===== src/rtl/spi_reg_pkg.sv =====
// Shared types and constants for the SPI register bank.
package spi_reg_pkg;

  // Register address width carried in the low seven bits of the address byte.
  localparam int ADDR_W = 7;

  // First address of the read-only status window.
  localparam logic [ADDR_W-1:0] STAT_BASE = 7'h40;

  // Frame-level states of the slave.
  typedef enum logic [2:0] {
    S_IDLE,
    S_ADDR,
    S_LOAD,
    S_DATA,
    S_COMMIT
  } state_e;

endpackage


===== src/rtl/spi_edge_sync.sv =====
// Brings spi_clk and spi_cs into the system clock domain and turns them into
// single-cycle sample/shift edge strobes plus chip-select level and rise.
module spi_edge_sync #(
  parameter bit CPOL = 1'b0,
  parameter bit CPHA = 1'b0
) (
  input  logic theClock,
  input  logic theReset,
  input  logic spi_clk,
  input  logic spi_cs,
  output logic sample_edge,
  output logic shift_edge,
  output logic cs_active,
  output logic cs_rise
);

  // [0],[1] are the synchroniser pair; [2] is the previous synced value.
  logic [2:0] sck_q;
  logic [2:0] cs_q;
  logic       lead_edge;
  logic       trail_edge;

  // Synchroniser and history flops. The CS chain resets to "selected" so that
  // a frame can only start after CS has genuinely been observed high.
  // NOTE: sequential logic uses non-blocking assignments so every flop samples
  // the values from before the clock edge, independent of statement order.
  always_ff @(posedge theClock or posedge theReset) begin
    if (theReset) begin
      sck_q <= {3{CPOL}};
      cs_q  <= 3'b000;
    end else begin
      sck_q <= {sck_q[1:0], spi_clk};
      cs_q  <= {cs_q[1:0], spi_cs};
    end
  end

  assign lead_edge   = (sck_q[2] == CPOL) && (sck_q[1] != CPOL);
  assign trail_edge  = (sck_q[2] != CPOL) && (sck_q[1] == CPOL);
  assign sample_edge = CPHA ? trail_edge : lead_edge;
  assign shift_edge  = CPHA ? lead_edge : trail_edge;
  assign cs_active   = ~cs_q[1];
  assign cs_rise     = cs_q[1] & ~cs_q[2];

endmodule


===== src/rtl/spi_reg_bank.sv =====
// SPI slave register bank: an address byte (W flag + 7-bit address) followed
// by a burst of DATA_W-bit words with address auto-increment. Config words are
// read/write, status words are read-only, everything else reads as zero.
module spi_reg_bank
  import spi_reg_pkg::*;
#(
  parameter int               DATA_W  = 8,
  parameter int               N_CFG   = 4,
  parameter int               N_STAT  = 8,
  parameter bit               CPOL    = 1'b0,
  parameter bit               CPHA    = 1'b0,
  parameter logic [DATA_W-1:0] CFG_RST = '0,
  localparam int              IDX_W   = (N_CFG > 1) ? $clog2(N_CFG) : 1
) (
  input  logic                     theClock,
  input  logic                     theReset,
  input  logic                     spi_clk,
  input  logic                     spi_cs,
  input  logic                     spi_sdi,
  output logic                     spi_sdo,
  output logic [N_CFG*DATA_W-1:0]  cfg,
  input  logic [N_STAT*DATA_W-1:0] stat,
  output logic                     cfg_wr_stb,
  output logic [IDX_W-1:0]         cfg_wr_idx,
  output logic                     frame_err
);

  // Wide enough to count 8 address bits or up to 32 data bits.
  localparam int               CNT_W     = 6;
  localparam logic [CNT_W-1:0] ADDR_LAST = CNT_W'(7);
  localparam logic [CNT_W-1:0] DATA_LAST = CNT_W'(DATA_W - 1);

  logic sample_edge;
  logic shift_edge;
  logic cs_active;
  logic cs_rise;

  spi_edge_sync #(
    .CPOL(CPOL),
    .CPHA(CPHA)
  ) u_sync (
    .theClock   (theClock),
    .theReset   (theReset),
    .spi_clk    (spi_clk),
    .spi_cs     (spi_cs),
    .sample_edge(sample_edge),
    .shift_edge (shift_edge),
    .cs_active  (cs_active),
    .cs_rise    (cs_rise)
  );

  state_e              state_q, state_d;
  logic [CNT_W-1:0]    cnt_q, cnt_d;
  logic [ADDR_W-1:0]   addr_q, addr_d;
  logic                wr_q, wr_d;
  logic [DATA_W-1:0]   shreg_q, shreg_d;
  logic                sdo_q, sdo_d;
  logic                armed_q, armed_d;
  logic                stb_q, stb_d;
  logic [IDX_W-1:0]    idx_q, idx_d;
  logic                ferr_q, ferr_d;
  logic                cfg_we;
  logic                cfg_hit;
  logic [DATA_W-1:0]   rd_word;
  logic [DATA_W-1:0]   cfg_q [N_CFG];

  // Read value at the current address: config word, status word or zero.
  always_comb begin
    rd_word = '0;
    for (int i = 0; i < N_CFG; i++) begin
      if (int'(addr_q) == i) rd_word = cfg_q[i];
    end
    for (int j = 0; j < N_STAT; j++) begin
      if (int'(addr_q) == int'(STAT_BASE) + j) rd_word = stat[j*DATA_W +: DATA_W];
    end
  end

  assign cfg_hit = int'(addr_q) < N_CFG;

  // Frame FSM next-state and datapath: address capture, word shifting, commit.
  // NOTE: every signal driven here gets a default first, so no path through
  // the case statement can leave one unassigned and infer a latch.
  always_comb begin
    state_d = state_q;
    cnt_d   = cnt_q;
    addr_d  = addr_q;
    wr_d    = wr_q;
    shreg_d = shreg_q;
    sdo_d   = sdo_q;
    armed_d = armed_q | ~cs_active;
    stb_d   = 1'b0;
    idx_d   = idx_q;
    ferr_d  = 1'b0;
    cfg_we  = 1'b0;

    unique case (state_q)
      S_IDLE: begin
        sdo_d = 1'b0;
        cnt_d = '0;
        if (cs_active && armed_q) begin
          armed_d = 1'b0;
          state_d = S_ADDR;
        end
      end

      S_ADDR: begin
        sdo_d = 1'b0;
        if (sample_edge) begin
          shreg_d = {shreg_q[DATA_W-2:0], spi_sdi};
          cnt_d   = cnt_q + 1'b1;
          if (cnt_q == ADDR_LAST) begin
            wr_d    = shreg_q[6];
            addr_d  = {shreg_q[5:0], spi_sdi};
            state_d = S_LOAD;
          end
        end
      end

      S_LOAD: begin
        shreg_d = rd_word;
        cnt_d   = '0;
        // With CPHA=0 the master samples the MSB on the very next edge, so it
        // must already be on the line; with CPHA=1 the first shift edge does it.
        if (!CPHA) sdo_d = rd_word[DATA_W-1];
        state_d = S_DATA;
      end

      S_DATA: begin
        if (sample_edge) begin
          shreg_d = {shreg_q[DATA_W-2:0], spi_sdi};
          cnt_d   = cnt_q + 1'b1;
          if (cnt_q == DATA_LAST) state_d = S_COMMIT;
        end else if (shift_edge && (CPHA || cnt_q != '0)) begin
          // For CPHA=0 the shift edge before the first sample of a word would
          // skip the MSB that LOAD already presented, so it is ignored.
          sdo_d = shreg_q[DATA_W-1];
        end
      end

      S_COMMIT: begin
        if (wr_q && cfg_hit) begin
          cfg_we = 1'b1;
          stb_d  = 1'b1;
          idx_d  = addr_q[IDX_W-1:0];
        end
        addr_d  = addr_q + 1'b1;
        state_d = S_LOAD;
      end

      default: state_d = S_IDLE;
    endcase

    // Deselect overrides everything except a commit already decided above.
    if (cs_rise) begin
      ferr_d  = (state_q == S_ADDR || state_q == S_DATA) && (cnt_q != '0);
      sdo_d   = 1'b0;
      state_d = S_IDLE;
    end
  end

  // FSM and datapath registers.
  always_ff @(posedge theClock or posedge theReset) begin
    if (theReset) begin
      state_q <= S_IDLE;
      cnt_q   <= '0;
      addr_q  <= '0;
      wr_q    <= 1'b0;
      shreg_q <= '0;
      sdo_q   <= 1'b0;
      armed_q <= 1'b0;
      stb_q   <= 1'b0;
      idx_q   <= '0;
      ferr_q  <= 1'b0;
    end else begin
      state_q <= state_d;
      cnt_q   <= cnt_d;
      addr_q  <= addr_d;
      wr_q    <= wr_d;
      shreg_q <= shreg_d;
      sdo_q   <= sdo_d;
      armed_q <= armed_d;
      stb_q   <= stb_d;
      idx_q   <= idx_d;
      ferr_q  <= ferr_d;
    end
  end

  // Config word storage, written one word per COMMIT.
  // NOTE: the config array is built from flops rather than a RAM macro, so it
  // takes the async reset and comes up at CFG_RST like any other register.
  always_ff @(posedge theClock or posedge theReset) begin
    if (theReset) begin
      for (int i = 0; i < N_CFG; i++) cfg_q[i] <= CFG_RST;
    end else if (cfg_we) begin
      for (int i = 0; i < N_CFG; i++) begin
        if (int'(addr_q) == i) cfg_q[i] <= shreg_q;
      end
    end
  end

  for (genvar g = 0; g < N_CFG; g++) begin : g_cfg_pack
    assign cfg[g*DATA_W +: DATA_W] = cfg_q[g];
  end

  assign spi_sdo    = sdo_q;
  assign cfg_wr_stb = stb_q;
  assign cfg_wr_idx = idx_q;
  assign frame_err  = ferr_q;

endmodule


===== config.mk =====
export PLATFORM = sky130hd
export DESIGN_NAME = spi_reg_bank
export DESIGN_NICKNAME = d
export VERILOG_FILES = /design/src/rtl/spi_reg_pkg.sv /design/src/rtl/spi_edge_sync.sv /design/src/rtl/spi_reg_bank.sv
export SDC_FILE = /design/constraint.sdc
export NUM_CORES = 1
export LEC_CHECK = 0
export BUFFER_PORTS_ARGS = -buffer_cell sky130_fd_sc_hd__buf_4
export CAP_MARGIN = 20
export CORE_MARGIN = 2
export CORE_UTILIZATION = 25
export DETAILED_ROUTE_END_ITERATION = 10
export HOLD_SLACK_MARGIN = 0.1
export PLACE_DENSITY = 0.55
export SLEW_MARGIN = 10
export SYNTH_ARGS = -nofsm -noshare
export SYNTH_HDL_FRONTEND = slang
export SYNTH_SLANG_ARGS = --single-unit
export TNS_END_PERCENT = 1

===== constraint.sdc =====
create_clock -name theClock -period 6.7 [get_ports theClock]
set_input_delay 1.34 -clock theClock [delete_from_list [all_inputs] [get_ports theClock]]
set_output_delay 1.34 -clock theClock [all_outputs]
set_load 0.02 [all_outputs]

Yosys cells after proc, flatten, opt, wreduce, memory -nomap -nowiden
Cells that the tools add are included.
- add/sub/neg operators: 2
- order comparisons: 1
- eq/ne operators: 26
- mux-type cells: 35
- bitwise operators: 6
- reductions and logical operators: 28
- operator list (cell ; count):
    8-bit two-way mux ; 13
    7-bit == test, second input constant ; 8
    3-bit inequality test, second input constant ; 7
    3-bit two-way mux ; 6
    8-bit one-hot mux with 2 select lines ; 1
    3-bit one-hot mux with 5 select lines ; 1
    7-bit by 3-bit == test with 1-bit output, second input constant ; 2
    7-bit two-way mux ; 2
    7-bit one-hot mux with 2 select lines ; 1
    2-bit AND reduction ; 7
    6-bit one-hot mux with 2 select lines ; 1
    3-bit AND reduction ; 3
    1-bit two-way mux ; 8
    7-bit by 1-bit adder with 7-bit output, second input constant ; 1
    7-bit by 2-bit == test with 1-bit output, second input constant ; 1
    7-bit zero test ; 1
    7-bit by 3-bit less-than comparator with 1-bit output, second input constant ; 1
    6-bit by 1-bit adder with 6-bit output, second input constant ; 1
    3-bit by 2-bit == test with 1-bit output, second input constant ; 2
    6-bit by 3-bit == test with 1-bit output, second input constant ; 1
    1-bit logical AND ; 6
    6-bit two-way mux ; 1
    2-bit nonzero test ; 3
    6-bit nonzero test ; 1
    other kinds (13) ; 19
- bits in registers: 69
- input bits: 69
- output and inout port bits: 37

Logic depth before layout (Yosys ltp)
Gate-level depths: netlist of run 1.
- word-level depth: 15
- depth in mapped cells: 10
- gate-level depth less buffers: 8

By module
Synthesis of run 1 repeated with hierarchy kept, for this count alone.
- cell total of the unflattened synthesis: 462
- area, all modules: 4276.6 µm²
- by module, submodules not included (module ; times used ; cells an instance ; area an instance (µm²) ; seq. area each (µm²)):
    spi_reg_bank ; 1 ; 451 ; 4097.7 ; 1576.5
    spi_edge_sync ; 1 ; 11 ; 178.9 ; 150.1

Worst setup path before layout of run 1
Ideal clock, no wire load.
- kind: input to register
- from: input stat[7]
- to: register sdo_q (netlist: spi_sdo)
- setup time: 132 ps
- data arrival time: 2115 ps
- data required time: 6568 ps
- slack: 4453 ps
- stages: 6
- buffers on the path: 0
- cell sequence: nor3b_1 a21oi_1 o21ai_0 a311oi_1 o31ai_1 a21oi_1
- word-level cells in the longest chain between the ends: 10
- RTL lines (element ; RTL line ; RTL):
    from (decl) ; spi_reg_bank.sv:22 ; input logic [N_STAT*DATA_W-1:0] stat,
    8-bit two-way mux (8 in series) ; spi_reg_bank.sv:74 ; if (int'(addr_q) == int'(STAT_BASE) + j) rd_word = stat[j*DATA_W +: DATA_W];
    1-bit one-hot mux with 3 select lines ; spi_reg_bank.sv:96 ; unique case (state_q)
    1-bit two-way mux ; spi_reg_bank.sv:154 ; if (cs_rise) begin
    to (signal assigned) ; spi_reg_bank.sv:180 ; sdo_q <= sdo_d;
    to (decl) ; spi_reg_bank.sv:57 ; logic sdo_q, sdo_d;
Every way passes these cells.
A chain may end at the register's enable or synchronous reset.

Final worst setup path of run 1
- from: register addr_q[0]
- to: register shreg_q[6]
- word-level cells in the longest chain between the ends: 14
- elaborated cells between the ends (all ways): 25
- those cells by class: 11 x eq/ne; 13 x mux; 1 x reduce/logical
- RTL lines (element ; RTL line ; RTL):
    from (decl) ; spi_reg_bank.sv:54 ; logic [ADDR_W-1:0] addr_q, addr_d;
    from (signal assigned) ; spi_reg_bank.sv:177 ; addr_q <= addr_d;
    7-bit zero test ; spi_reg_bank.sv:71 ; if (int'(addr_q) == i) rd_word = cfg_q[i];
    8-bit two-way mux (4 in series) ; spi_reg_bank.sv:71 ;
    8-bit two-way mux (7 in series) ; spi_reg_bank.sv:74 ;
    8-bit two-way mux (*) ; spi_reg_bank.sv:74 ;
    8-bit one-hot mux with 2 select lines (*) ; spi_reg_bank.sv:96 ;
    to (signal assigned) ; spi_reg_bank.sv:179 ; shreg_q <= shreg_d;
    to (decl) ; spi_reg_bank.sv:56 ; logic [DATA_W-1:0] shreg_q, shreg_d;
Mark *: on every way between the ends. The rest lies on a longest branch, timed or not.

==> key figures, run 1 <==
Synthesis
  • Syn Nets: 510
  • Cell Area, Synth: 0.00420 mm^2
  • Syn. warnings: 0
  • Top cell type by total area after synthesis: dfrtp_1
  • Post-Synth Adder-Cell Area: 1.79%
  • Multiplexer share of the synthesized area: 12.7%
  • Post-synthesis sequential area ratio: 41.1%
  • Combinational family with the most area after synthesis: simple AND/OR/NAND/NOR gates
  • EDFF count, synth: 0
  • Ys flop type: dfrtp_1
  • Simple-Gate Fraction of Synth Area: 22.0%
  • Most common cell in the netlist: dfrtp_1
  • Compound-Gate Fraction of Synth Area: 17.9%
  • Top cell type's share of synthesized area: 41.1%
  • Top post-synthesis cells by count: 69 x dfrtp_1, 59 x nand2_1, 33 x nor2_1
  • Avg Cell Area, Syn: 9.66 um^2
  • Xor and xnor fraction of the mapped netlist area: 0.417%
  • Leading post-synthesis cells by cell area: dfrtp_1 41%, mux2_4 11%, nand2_1 5.3%, a21oi_1 3.5%, nor2_1 2.9%
  • Syn Inst Count: 435
  • Yosys cell types: 60
  • FF+latch count, synth: 69
  • Async SR Flop Fraction: 100%

Clocking
  • Root Buffer: clkbuf_16
  • Post-cts resize count: 0
  • Clk_lat worst skew: 330 ps
  • Cts hold-fix bufs: 0
  • CTS tree: yes
  • Buffer count from post-CTS setup fixing: 0
  • # clock sinks: 69
  • Clock-pin slew on the worst setup and hold paths: 60 ps
  • Num CTS Buffers: 9
  • Max Buffers Root-to-Sink: 2
  • Htree depth: 3

Critical path
  • Req. time, crit path: 6890 ps
  • Startpoint types: register
  • Worst path bufs/invs: 1
  • Slowest CP cell: ha_1
  • CP cell instances: inv_1, ha_1, nand3_1, o221ai_1, a31oi_1, a2111oi_0, o21ai_1
  • Crit-path max FO: 25
  • Crit path max-delay family: compound AO/OA/AOI/OAI gates
  • Critical path capture point type: register
  • CP Class: register to register
  • CP arrival: 3340 ps
  • CP max stage delay: 830 ps

Place
  • Routability Congestion: 0.910
  • Detailed Place HPWL: 10,500 um
  • Cells after DPL: 740
  • # port buffers: 105
  • Placed instance area: 0.00517 mm^2
  • Setup slack at placement: 3610 ps

Global routing
  • First-pass GRT wire length: 21,200 um
  • GRT overflow: 0
  • Antenna violations before repair: 0
  • Vias in the first global route: 3,718
  • Gr usage total: 15.2%
  • Largest net degree at the start of global routing: 70

STA
  • Fin worst setup slack: 3550 ps
  • Pins over their slew limit: 0
  • Worst-Margin Slew: 1010 ps
  • Setup Skew: 6.20 ps
  • Period utilization: 47.0%
  • Post-route minimum period: 3150 ps
  • Fmax achieved: 0.318 GHz
  • RSZ-0062 raised after global routing: false
  • Sum Neg Setup Slack: 0 ps
  • Setup-failing EPs final: 0
  • Slew margin rel.: 32.4%
  • Hold Fails Final Rpt: 0

Power
  • Psw: 0.627 mW
  • Pint: 0.911 mW
  • Pleak: 2.50 nW
  • Worst IR Drop VDD: 0.149 mV
  • Sequential share of power: 38.9%
  • Logic pwr share: 33.5%
  • Switching share of power: 40.8%
  • Clock power share: 27.6%
  • Tot Pwr: 1.54 mW
  • Pwr dens: 283 mW/mm^2

Routing
  • DR pass1 iterations: 5
  • DR WL met2: 6020 um
  • Uppermost layer routed: met4
  • DRC: 0
  • Via count: 3,839
  • Post-DRT Antenna Nets: 0
  • Met3 Wirelength: 984 um
  • Initial DRC count: 289
  • Routed length on met1: 6460 um
  • WL final: 13,600 um
  • Vias/cell: 5.08
  • WL per Instance: 18.1 um

Layout
  • Fraction of layout instances using a drive strength above 1: 31.2%
  • Antenna cell count: 0
  • Nets@finish: 606
  • Post-route cell area: 0.00543 mm^2
  • Fin cells: 755
  • Area Overhead vs Synth: 29.2%
  • # fillers: 1,732

Job
  • Max-Cap Viols: 0

Floorplanning
  • Die W: 134 um
  • DIE AREA: 0.0179 mm^2
  • Core Box Area: 0.0165 mm^2
  • Chip height: 134 um
  • Row cnt: 47
  • Ports: 106
  • Starting Density: 25.4%

Run status
  • Outcome: finished clean

Hold path
  • Hold/Removal Path Class: register to register
==> through the flow <==
stage | hold WS [ps] | util, %
2_1_floorplan | 331 | -
3_3_place_gp | 339 | 31.3
3_5_place_dp | 338 | 31.3
4_1_cts | 351 | 32.8
5_1_grt | 368 | 32.9
6_report | 349 | 32.9
==> routing by layer <==
metal	GRT usage, %	up-vias
li1	-	1796
met1	22.3	1867
met2	22.8	159
met3	3.65	17
met4	3.43	0
met5	0	-
==> cell usage in the layout (no fill, tap or decap), types with 11 or more instances in the layout <==
cell type,n
o21ai_0,23
inv_1,12
nand2_1,59
nand3_1,20
dfrtp_1,69
buf_4,108
a21oi_1,28
mux2_4,32
o211ai_1,11
nor2_1,33
==> cells by family after synthesis <==
group	after synthesis
buffers and inverters	36
and+or+nand+nor	170
xor gates and xnor gates	2
muxes	37
AOI/OAI and AO/OA	115
adders and majority gates	6
DFF	69
==> flip-flops by register name, summed over array words and instances, names as in the netlist, 2 cells and up <==
register / flops
state_q: 3
shreg_q: 8
u_sync.sck_q: 3
addr_q: 7
cnt_q: 6
cfg: 32
u_sync.cs_q: 3
cfg_wr_idx: 2
==> final timing paths <==
path	from	slack [ps]	cells after the start	to
hold / removal	u_sync.sck_q[0]$_DFF_PP0_	350	0	u_sync.sck_q[1]$_DFF_PP0_
setup reg to reg	addr_q[0]$_DFFE_PP0P_	3550	7	shreg_q[6]$_DFFE_PP0P_
hold reg to reg	u_sync.sck_q[0]$_DFF_PP0_	350	0	u_sync.sck_q[1]$_DFF_PP0_
setup / recovery	addr_q[0]$_DFFE_PP0P_	3550	7	shreg_q[6]$_DFFE_PP0P_
max in group asynchronous	theReset	4820	3	cfg[25]$_DFFE_PP0P_
min in group asynchronous	theReset	1280	3	u_sync.cs_q[0]$_DFF_PP0_
==> power by group through the flow <==
stage / logic, mW / clock network [mW] / registers [mW]
global placement: 0.502 / 0 / 0.598
finish: 0.516 / 0.425 / 0.598
floorplan: 0.392 / 0 / 0.538
detailed placement: 0.509 / 0 / 0.602
global route: 0.572 / 0.455 / 0.607
CTS: 0.512 / 0.434 / 0.595
==> area by class of cell <==
cell class / instances / area [um^2] / area share, %
clock buffer: 10 / 229 / 4.22
clock inverter: 5 / 28.8 / 0.530
inverter: 13 / 48.8 / 0.899
multi-input combinational: 330 / 2310 / 42.5
sequential: 69 / 1730 / 31.8
tap: 220 / 275 / 5.07
timing repair buffer: 108 / 811 / 14.9
(Power assumes the default switching activity.)
==> run 2: changes to the inputs <==
PLACE_DENSITY = 0.56   (was 0.55)
clock period = 2.55 ns   (was 6.7 ns; I/O delays follow)
==> run 2 against run 1 <==
Compared with the run above:
- non-clock buffer count up 18
- global-route usage up 0.40 points
- combinational power rose to 2.8 times the previous value
- sequential power increased to 2.6 times the previous value
- maximum frequency increased by 33%
- final cell count increased by 2.4%
- count of clock-buffer cells in the layout unchanged
- largest cell class unchanged
==> key figures, run 2 (same netlist as run 1, synthesis figures left out) <==
Power
  • Sequential share of power: 36.0% (was 38.9%)
  • Logic pwr share: 32.9% (was 33.5%)
  • Pwr dens: 779 mW/mm^2 (was 283 mW/mm^2)
  • Clock power share: 31.1% (was 27.6%)
  • Tot Pwr: 4.40 mW (was 1.54 mW)
  • Worst IR Drop VDD: 0.467 mV (was 0.149 mV)
  • Psw: 1.68 mW (was 0.627 mW)
  • Pint: 2.72 mW (was 0.911 mW)
  • Switching share of power: 38.1% (was 40.8%)
  • Pleak: 2.61 nW (was 2.50 nW)

Layout
  • Final core utilization: 34.2% (was 32.9%)
  • Max FFs per register: 32 (unchanged)
  • Area Overhead vs Synth: 34.5% (was 29.2%)
  • Antenna cell count: 0 (unchanged)
  • Commonest non-fill, non-tap cell in the layout: buf_4 (unchanged)
  • Fraction of layout instances using a drive strength above 1: 33.6% (was 31.2%)
  • Fin cells: 773 (was 755)
  • Storage cell area: 0.00173 mm^2 (unchanged)
  • Commonest non-fill, non-tap cells in the layout: 124 x buf_4, 69 x dfrtp_1, 59 x nand2_1 (was 108 x buf_4, 69 x dfrtp_1, 59 x nand2_1)
  • # fillers: 1,669 (was 1,732)
  • Multi-input logic area: 0.00231 mm^2 (about the same)
  • Nets@finish: 624 (was 606)
  • Post-route cell area: 0.00565 mm^2 (was 0.00543 mm^2)

Global routing
  • First-pass GRT wire length: 21,500 um (was 21,200 um)
  • GRT overflow: 0 (unchanged)
  • Antenna violations before repair: 0 (unchanged)
  • Gr usage total: 15.6% (was 15.2%)
  • Vias in the first global route: 3,807 (was 3,718)
  • Largest net degree at the start of global routing: 70 (unchanged)

Clocking
  • Clock-pin slew on the worst setup and hold paths: 60 ps (about the same)
  • Cts hold-fix bufs: 0 (unchanged)
  • Buffer count from post-CTS setup fixing: 0 (unchanged)
  • Htree depth: 3 (unchanged)
  • # clock sinks: 69 (unchanged)
  • Clk_lat worst skew: 340 ps (was 330 ps)
  • Max Buffers Root-to-Sink: 2 (unchanged)
  • Post-cts resize count: 0 (unchanged)
  • Num CTS Buffers: 9 (unchanged)
  • CTS tree: yes (unchanged)
  • Root Buffer: clkbuf_16 (unchanged)

STA
  • Post-route minimum period: 2370 ps (was 3150 ps)
  • Setup Skew: 9.35 ps (was 6.20 ps)
  • Sum Neg Setup Slack: 0 ps (unchanged)
  • Period utilization: 93.1% (was 47.0%)
  • Slew margin rel.: 63.7% (was 32.4%)
  • Worst-Margin Slew: 531 ps (was 1010 ps)
  • Fmax achieved: 0.421 GHz (was 0.318 GHz)
  • Setup-failing EPs final: 0 (unchanged)
  • Pins over their slew limit: 0 (unchanged)
  • Hold Fails Final Rpt: 0 (unchanged)
  • RSZ-0062 raised after global routing: false (unchanged)

Critical path
  • CP arrival: 2590 ps (was 3340 ps)
  • Req. time, crit path: 2760 ps (was 6890 ps)
  • Startpoint types: register (unchanged)
  • Critical path capture point type: register (unchanged)
  • Crit-path max FO: 9 (was 25)
  • CP Class: register to register (unchanged)

Place
  • Detailed Place HPWL: 10,800 um (was 10,500 um)
  • Placed instance area: 0.00533 mm^2 (was 0.00517 mm^2)
  • # port buffers: 105 (unchanged)
  • Cells after DPL: 758 (was 740)
  • Routability Congestion: 0.928 (was 0.910)

Job
  • Max-Cap Viols: 0 (unchanged)

Floorplanning
  • Row cnt: 47 (unchanged)
  • DIE AREA: 0.0179 mm^2 (unchanged)
  • Ports: 106 (unchanged)
  • Starting Density: 25.4% (unchanged)
  • Core Box Area: 0.0165 mm^2 (unchanged)
  • Chip height: 134 um (unchanged)
  • Die W: 134 um (unchanged)

Run status
  • Outcome: finished clean (unchanged)

Routing
  • Post-DRT Antenna Nets: 0 (unchanged)
  • DR pass1 iterations: 6 (was 5)
  • WL per Instance: 17.9 um (was 18.1 um)
  • Initial DRC count: 374 (was 289)
  • Via count: 3,887 (was 3,839)
  • Vias/cell: 5.03 (was 5.08)
  • WL final: 13,900 um (was 13,600 um)
  • DRC: 0 (unchanged)

Hold path
  • Hold/Removal Path Class: primary input to async pin (was register to register)
[run 2: final timing paths]
path / start / endpoint / slack (ps) / depth (start not counted)
worst max-delay path: addr_q[0]$_DFFE_PP0P_ / shreg_q[6]$_DFFE_PP0P_ / 180 / 10
worst min-delay path: theReset / u_sync.cs_q[1]$_DFF_PP0_ / 240 / 3
worst max register to register: addr_q[0]$_DFFE_PP0P_ / shreg_q[6]$_DFFE_PP0P_ / 180 / 10
worst min register to register: u_sync.sck_q[0]$_DFF_PP0_ / u_sync.sck_q[1]$_DFF_PP0_ / 350 / 0
max in group asynchronous: theReset / cfg[5]$_DFFE_PP0P_ / 1990 / 3
min in group theClock: spi_clk / u_sync.sck_q[0]$_DFF_PP0_ / 280 / 1
[run 2: power groups by stage]
stage / Combinational [mW] / Clock (mW) / Sequential [mW]
2_1_floorplan: 1.03 / 0 / 1.41
6_report: 1.45 / 1.37 / 1.58
3_5_place_dp: 1.43 / 0 / 1.59
4_1_cts: 1.44 / 1.40 / 1.57
5_1_grt: 1.61 / 1.44 / 1.60
3_3_place_gp: 1.41 / 0 / 1.58
[run 2: layer usage]
metal / track usage [%] / routed length [um] / up-vias
li1: - / - / 1815
met1: 22.0 / 6500 / 1879
met2: 23.8 / 6050 / 172
met3: 4.34 / 1100 / 21
met4: 4.08 / 200 / 0
met5: 0 / 0 / -
[run 2: final cells by class]
| type | instances | area share (%) |
|---|---|---|
| multi-input combinational | 330 | 40.8 |
| sequential | 69 | 30.5 |
| timing repair buffer | 126 | 17.2 |
| tap | 220 | 4.87 |
| clock buffer | 10 | 4.23 |
| clock inverter | 5 | 1.48 |
| inverter | 13 | 0.863 |
[run 2: metrics by stage]
step                worst slack, ps  hold WS (ps)
floorplan                       300           331
global placement                163           335
detailed placement              188           336
CTS                             154           262
global route                   1.43           261
finish                          175           235
[run 2: worst max-delay path, cell delays in order (launching register included)]
cell and delay (ps):
dfrtp_1 450, inv_1 90, ha_1 300, buf_4 220
nand2_1 70, o21ai_0 80, o211ai_1 180, a31oi_1 130
a2111oi_0 490, buf_4 200, o21ai_1 50
